## src/rtl/prog_counter.sv

```systemverilog
// Programmable counter: width/prescale parametrised, up/down, synchronous load,
// programmable terminal value, one-shot halt, terminal-count pulse and compare match.
module prog_counter #(
    parameter int WIDTH      = 8,
    parameter int PRESCALE_W = 8
) (
    input  logic                  clk,
    input  logic                  rst,
    input  logic                  en,
    input  logic                  dir,
    input  logic                  load,
    input  logic [WIDTH-1:0]      load_val,
    input  logic [WIDTH-1:0]      max_val,
    input  logic [PRESCALE_W-1:0] prescale,
    input  logic                  one_shot,
    input  logic [WIDTH-1:0]      cmp_val,
    output logic [WIDTH-1:0]      count,
    output logic                  tc,
    output logic                  cmp_match,
    output logic                  running
);

    logic [PRESCALE_W-1:0] pcnt;
    logic                  halted;
    logic                  active;
    logic                  tick;
    logic                  at_terminal;
    logic                  terminal;
    logic [WIDTH-1:0]      step_val;
    logic [WIDTH-1:0]      wrap_val;

    assign active = en && !halted;
    assign tick   = active && (pcnt == prescale);

    // Up-counting treats anything at or above max_val as terminal, so a load
    // beyond the range wraps on the next tick instead of running to 2^WIDTH.
    always_comb begin
        at_terminal = 1'b0;
        step_val    = count;
        wrap_val    = '0;
        if (dir) begin
            at_terminal = (count == '0);
            step_val    = count - 1'b1;
            wrap_val    = max_val;
        end else begin
            at_terminal = (count >= max_val);
            step_val    = count + 1'b1;
            wrap_val    = '0;
        end
    end

    assign terminal = tick && at_terminal;

    always_ff @(posedge clk or posedge rst) begin
        if (rst) begin
            count  <= '0;
            pcnt   <= '0;
            tc     <= 1'b0;
            halted <= 1'b0;
        end else if (load) begin
            count  <= load_val;
            pcnt   <= '0;
            tc     <= 1'b0;
            halted <= 1'b0;
        end else begin
            tc <= terminal;
            if (active) begin
                if (tick) begin
                    pcnt <= '0;
                    if (!at_terminal) begin
                        count <= step_val;
                    end else if (one_shot) begin
                        halted <= 1'b1;
                    end else begin
                        count <= wrap_val;
                    end
                end else begin
                    pcnt <= pcnt + 1'b1;
                end
            end
        end
    end

    assign cmp_match = (count == cmp_val);
    assign running   = !halted;

endmodule

```

## config.mk

```make
export PLATFORM = sky130hd
export DESIGN_NAME = prog_counter
export DESIGN_NICKNAME = d
export VERILOG_FILES = /design/src/rtl/prog_counter.sv
export SDC_FILE = /design/constraint.sdc
export NUM_CORES = 1
export LEC_CHECK = 0
export ABC_AREA = 0
export CAP_MARGIN = 30
export CORE_ASPECT_RATIO = 1.75
export CORE_MARGIN = 2
export CORE_UTILIZATION = 36
export CTS_BUF_LIST = sky130_fd_sc_hd__clkbuf_4 sky130_fd_sc_hd__clkbuf_8
export DETAILED_ROUTE_END_ITERATION = 16
export PLACE_DENSITY_LB_ADDON = 0.05
export SETUP_SLACK_MARGIN = 0.4
export SLEW_MARGIN = 10
export SYNTH_ARGS = -nofsm -noshare
export SYNTH_HDL_FRONTEND = slang
export SYNTH_SLANG_ARGS = --single-unit
```

## constraint.sdc

```tcl
create_clock -name clk -period 2.4 [get_ports clk]
set_input_delay 0.72 -clock clk [delete_from_list [all_inputs] [get_ports clk]]
set_output_delay 0.72 -clock clk [all_outputs]
set_load 0.02 [all_outputs]
```

## Yosys cells after proc, flatten, opt, wreduce, memory -nomap -nowiden

Cells that the tools add are included.

| storage, ports and cells | value |
|---|---|
| word-level logic and storage cells | 39 |
| input port bits | 38 |
| output and inout port bits | 11 |
| register bits | 18 |

| operators by class | value |
|---|---|
| $lt $le $gt $ge | 1 |
| eq/ne operators | 3 |
| reductions and logical operators | 11 |
| multiplexer cells | 17 |
| add/subtract/negate cells | 3 |

Operators by type and width:

| operator | count |
|---|---|
| $mux 8 | 10 |
| $add 8x1->8 const B | 2 |
| $eq 8x8->1 | 2 |
| $ge 8x8->1 | 1 |
| $logic_not 8->1 | 1 |
| $reduce_bool 2->1 | 4 |
| $sub 8x1->8 const B | 1 |
| $mux 1 | 7 |
| $reduce_and 4->1 | 1 |
| $logic_and 1x1->1 | 3 |
| $ne 3x3->1 const B | 1 |
| $reduce_and 3->1 | 1 |
| $logic_not 1->1 | 1 |

## Logic depth before layout (Yosys ltp)

| depth | value |
|---|---|
| depth after elaboration | 6 |
| depth in mapped cells | 9 |
| depth with buffers taken out | 9 |

## Worst setup path after synthesis

No wires, ideal clock.

| timing path | value |
|---|---|
| kind | in2reg |
| from | in max_val[6] |
| to | reg count[6] |
| path slack | -0.075 ns |
| cell stages on the path | 8 |
| path buffers | 0 |
| data required time | 2.275 ns |
| arrival | 2.350 ns |
| library setup time | 0.125 ns |
| cell sequence | inv_1 -> ha_1 -> a21o_1 -> a2111oi_4 -> a21boi_4 -> a21oi_4 -> nor2_4 -> mux2_4 |

| between the ends | value |
|---|---|
| longest elaborated chain between the ends | 6 |
| elaborated cells between the ends (all ways) | 10 |
| classes of those cells | 1 x order compare; 1 x eq/ne; 7 x mux; 1 x reduce/logical |

Ends and longest elaborated chain:

| item | line | text |
|---|---|---|
| start, declared | 13 | `input logic [WIDTH-1:0] max_val,` |
| $ge 8x8->1 or $mux 8 (tied branches) | 46, 41 |  |
| $mux 1 or $mux 8 (tied branches) | 41, 72 |  |
| $mux 8 | 70 | `if (!at_terminal) begin` |
| $mux 8 | 68 | `if (tick) begin` |
| $mux 8 | 67 | `if (active) begin` |
| $mux 8 | 60 | `end else if (load) begin` |
| end signal, assigned | 61 | `count <= load_val;` |
| end signal, assigned | 71 | `count <= step_val;` |
| end signal, assigned | 75 | `count <= wrap_val;` |
| end, declared | 17 | `output logic [WIDTH-1:0] count,` |

Parallel ways exist; a longest one is shown, timed or not. The select of a mux whose other input is x is not followed.
A chain may end at the register's enable or synchronous reset.

## Worst setup path in the final report

| timing path | value |
|---|---|
| from | in max_val[0] |
| to | reg count[6] |

| between the ends | value |
|---|---|
| longest elaborated chain between the ends | 6 |
| elaborated cells between the ends (all ways) | 8 |
| classes of those cells | 1 x order compare; 1 x eq/ne; 5 x mux; 1 x reduce/logical |

Ends and longest elaborated chain:

| item | line | text |
|---|---|---|
| $ge 8x8->1 * | 46 | `at_terminal = (count >= max_val);` |
| $mux 1 * | 41 | `if (dir) begin` |
| $mux 8 | 70 |  |
| $mux 8 | 68 |  |
| $mux 8 | 67 |  |
| $mux 8 | 60 |  |

Mark *: on every way between the ends. The rest lies on a longest branch, timed or not. The select of a mux whose other input is x is not followed.

==> metrics.txt <==
status=finished, final reports clean; synth cell count leaders=dfrtp_1 (18), inv_1 (17), a21oi_1 (16), o21ai_0 (16), xnor2_1 (16); final setup vio count=0; unrepaired setup endpoints after global routing=yes; CTS sink count=18; Gate power share=59.2%; CTS tree=built; H-Tree Depth=1; drt wl/cell=15.9 µm; Sw Ratio=38.3%; Hold Path Class=reg2reg; Yosys warnings=0; largest buffer count on any clock path=2; clk_skew=0.00138 ns; Root Driver=clkbuf_8; TNS Setup=0 ns; clock slew at reported path FFs=0.07 ns; cells taking the most area after synthesis=dfrtp_1 (28%), ha_1 (12%), xnor2_1 (8.6%), a21oi_1 (4.9%), mux2i_1 (4.9%); hold slack=0.535 ns; Final Util=63.4%; Peak Freq=451 MHz; Syn Nets=237; gpl congestion=0.853; drc violations=0; max cap viols=0; DRT Pass-1 Iters=4; Skew-Pair Late Insertion Delay=0.25 ns; synth unique cells=38; effective utilization at floorplan=37.3%; CTS Buf Count=3; GR peak layer=met2; chip height=93.0 µm; Peak VDD IR=0.000398 V; antenna diode count=0; Die ar.=5100 µm²; Rows=32; Synth top area share=27.7%; asr flop ratio synth=100%; Post-synth EDFFs=0; largest net degree at the start of global routing=19; Overflow after GRT=0; Worst Path Max Fanout=4; worst endpoint required time=2.54 ns; Lkg Pwr=1.25 nW; first-pass GRT wire length=7980 µm; Synth area leader=dfrtp_1; most common cell in the netlist=dfrtp_1; vias in the first global route=1820; Core ar.=4360 µm²; layout cell share with drive strength beyond 1=45.1%; antenna violations before repair=0; met2 usage=42.2%; vias=1647; Power per Cell Area=564 nW/µm²; Worst setup SP type=input port; drt via density=5.16; Max Slew Vio Count=0; antenna viol nets, final=0; Arrival @ worst endpoint=2.35 ns; Final HPWL DP=4110 µm; Final period util=92.3%; DRT iter0 DRCs=24; synthesized cell area=1630 µm²; PortBufs=48; total track usage=21.5%; Rel. slew slack=69.9%; Clock power frac=13.3%; Synth Instances=183; Final Hold Viols=0; Final Power=1.56 mW; die width=54.8 µm; Net count, final=324; NetSw=0.598 mW; Critical Path End Type=register; slew of the pin with the lowest slew margin=0.451 ns; WL final=5090 µm; met1 Track Usage GR=21.3%; Seq/Total Area, Yosys=27.7%; register bit total from synthesis=18; Internal=0.963 mW; finished layout cell area=2770 µm²; Post-Syn Area per Cell=8.90 µm²; Placed Area=2460 µm²; Ports=49; fin crit period=2.22 ns; Syn-to-layout area delta=69.9%; Reg power frac=27.4%; ys flop type=dfrtp_1; met3 Track Usage GR=1.45%; Crit Path Class=in2reg
[worst paths after layout]
path	startpoint	end	slack, ns	cells past startpoint
worst max-delay path	max_val[0]	count[6]$_DFFE_PP0P_	0.18	9
worst min-delay path	pcnt[7]$_DFFE_PP0P_	pcnt[7]$_DFFE_PP0P_	0.53	1
worst max register to register	count[0]$_DFFE_PP0P_	count[6]$_DFFE_PP0P_	0.23	9
worst min register to register	pcnt[7]$_DFFE_PP0P_	pcnt[7]$_DFFE_PP0P_	0.53	1
max in group asynchronous	rst	count[1]$_DFFE_PP0P_	1.39	3
min in group asynchronous	rst	tc$_DFF_PP0_	0.79	3
[cells in the final DEF (no fill, tap or decap), types with 4 or more instances in the layout]
cell	synthesis	routed
buf_4	0	32
dfrtp_1	18	13
clkdlybuf4s50_1	0	13
ha_4	0	11
a21oi_1	16	10
clkbuf_2	0	10
inv_1	17	9
nand2_1	10	9
xor2_1	9	9
xnor2_1	16	9
nand4_1	8	8
mux2i_1	8	8
nor2_1	10	8
dlygate4sd2_1	0	8
xnor2_2	0	7
o21ai_0	16	7
o21ai_1	0	7
inv_2	0	6
buf_6	1	6
a21oi_2	0	5
dfrtp_2	0	5
buf_2	0	5
ha_1	15	4
[power groups by stage]
stage	clock [mW]	sequential (mW)	combinational, mW
6_report	0.208	0.428	0.924
5_1_grt	0.225	0.436	1.01
3_5_place_dp	0	0.413	0.749
3_3_place_gp	0	0.411	0.724
2_1_floorplan	0	0.441	0.371
4_1_cts	0.216	0.422	0.884
[stage by stage]
step           cells  setup WS (ns)
2_1_floorplan    183       -0.00429
3_3_place_gp     312         -0.554
3_5_place_dp     312         -0.633
4_1_cts          319          0.167
5_1_grt          319          0.111
6_report         319          0.184
[what timing repair did]
item / CTS / global route
buffers inserted: 4 / 0
hold buffers: 0 / 0
gates resized for setup: 117 / 53
pin swaps: 43 / 36
endpoints found under the setup margin: 27 / 20
[kinds of logic after synthesis]
| family | count (synthesis) | synth area share [%] |
|---|---|---|
| DFF | 18 | 27.7 |
| and+or+nand+nor | 48 | 15.6 |
| xor gates and xnor gates | 25 | 13.5 |
| AOI/OAI and AO/OA | 47 | 19.1 |
| buffers and inverters | 19 | 4.84 |
| adders and majority gates | 16 | 12.8 |
| muxes | 10 | 6.53 |
[critical path, stage by stage]
cell and delay [ns]:
buf_8 0.10, ha_4 0.24, nand2b_4 0.12, nand3_4 0.06, a211o_4 0.34, a21boi_4 0.21, a21oi_4 0.10, nor2_4 0.16
mux2_4 0.30
[state kept, by name (all words and copies together) (netlist names)]
| register | count |
|---|---|
| halted | 1 |
| tc | 1 |
| pcnt | 8 |
| count | 8 |
[final cells by class]
| cell class | count | area (µm²) |
|---|---|---|
| Timing Repair Buffer | 84 | 717 |
| Tap cell | 51 | 63.8 |
| Inverter | 17 | 68.8 |
| Clock buffer | 3 | 41.3 |
| Sequential cell | 18 | 457 |
| Fill cell | 392 | 1600 |
| Multi-Input combinational cell | 146 | 1420 |
[routing by layer]
layer	vias up	share of wire (%)
met5	-	0
met4	0	0.63
met3	2	3.4
met2	33	61
met1	789	35
li1	823	-
Power figures use the tool's default switching activity.
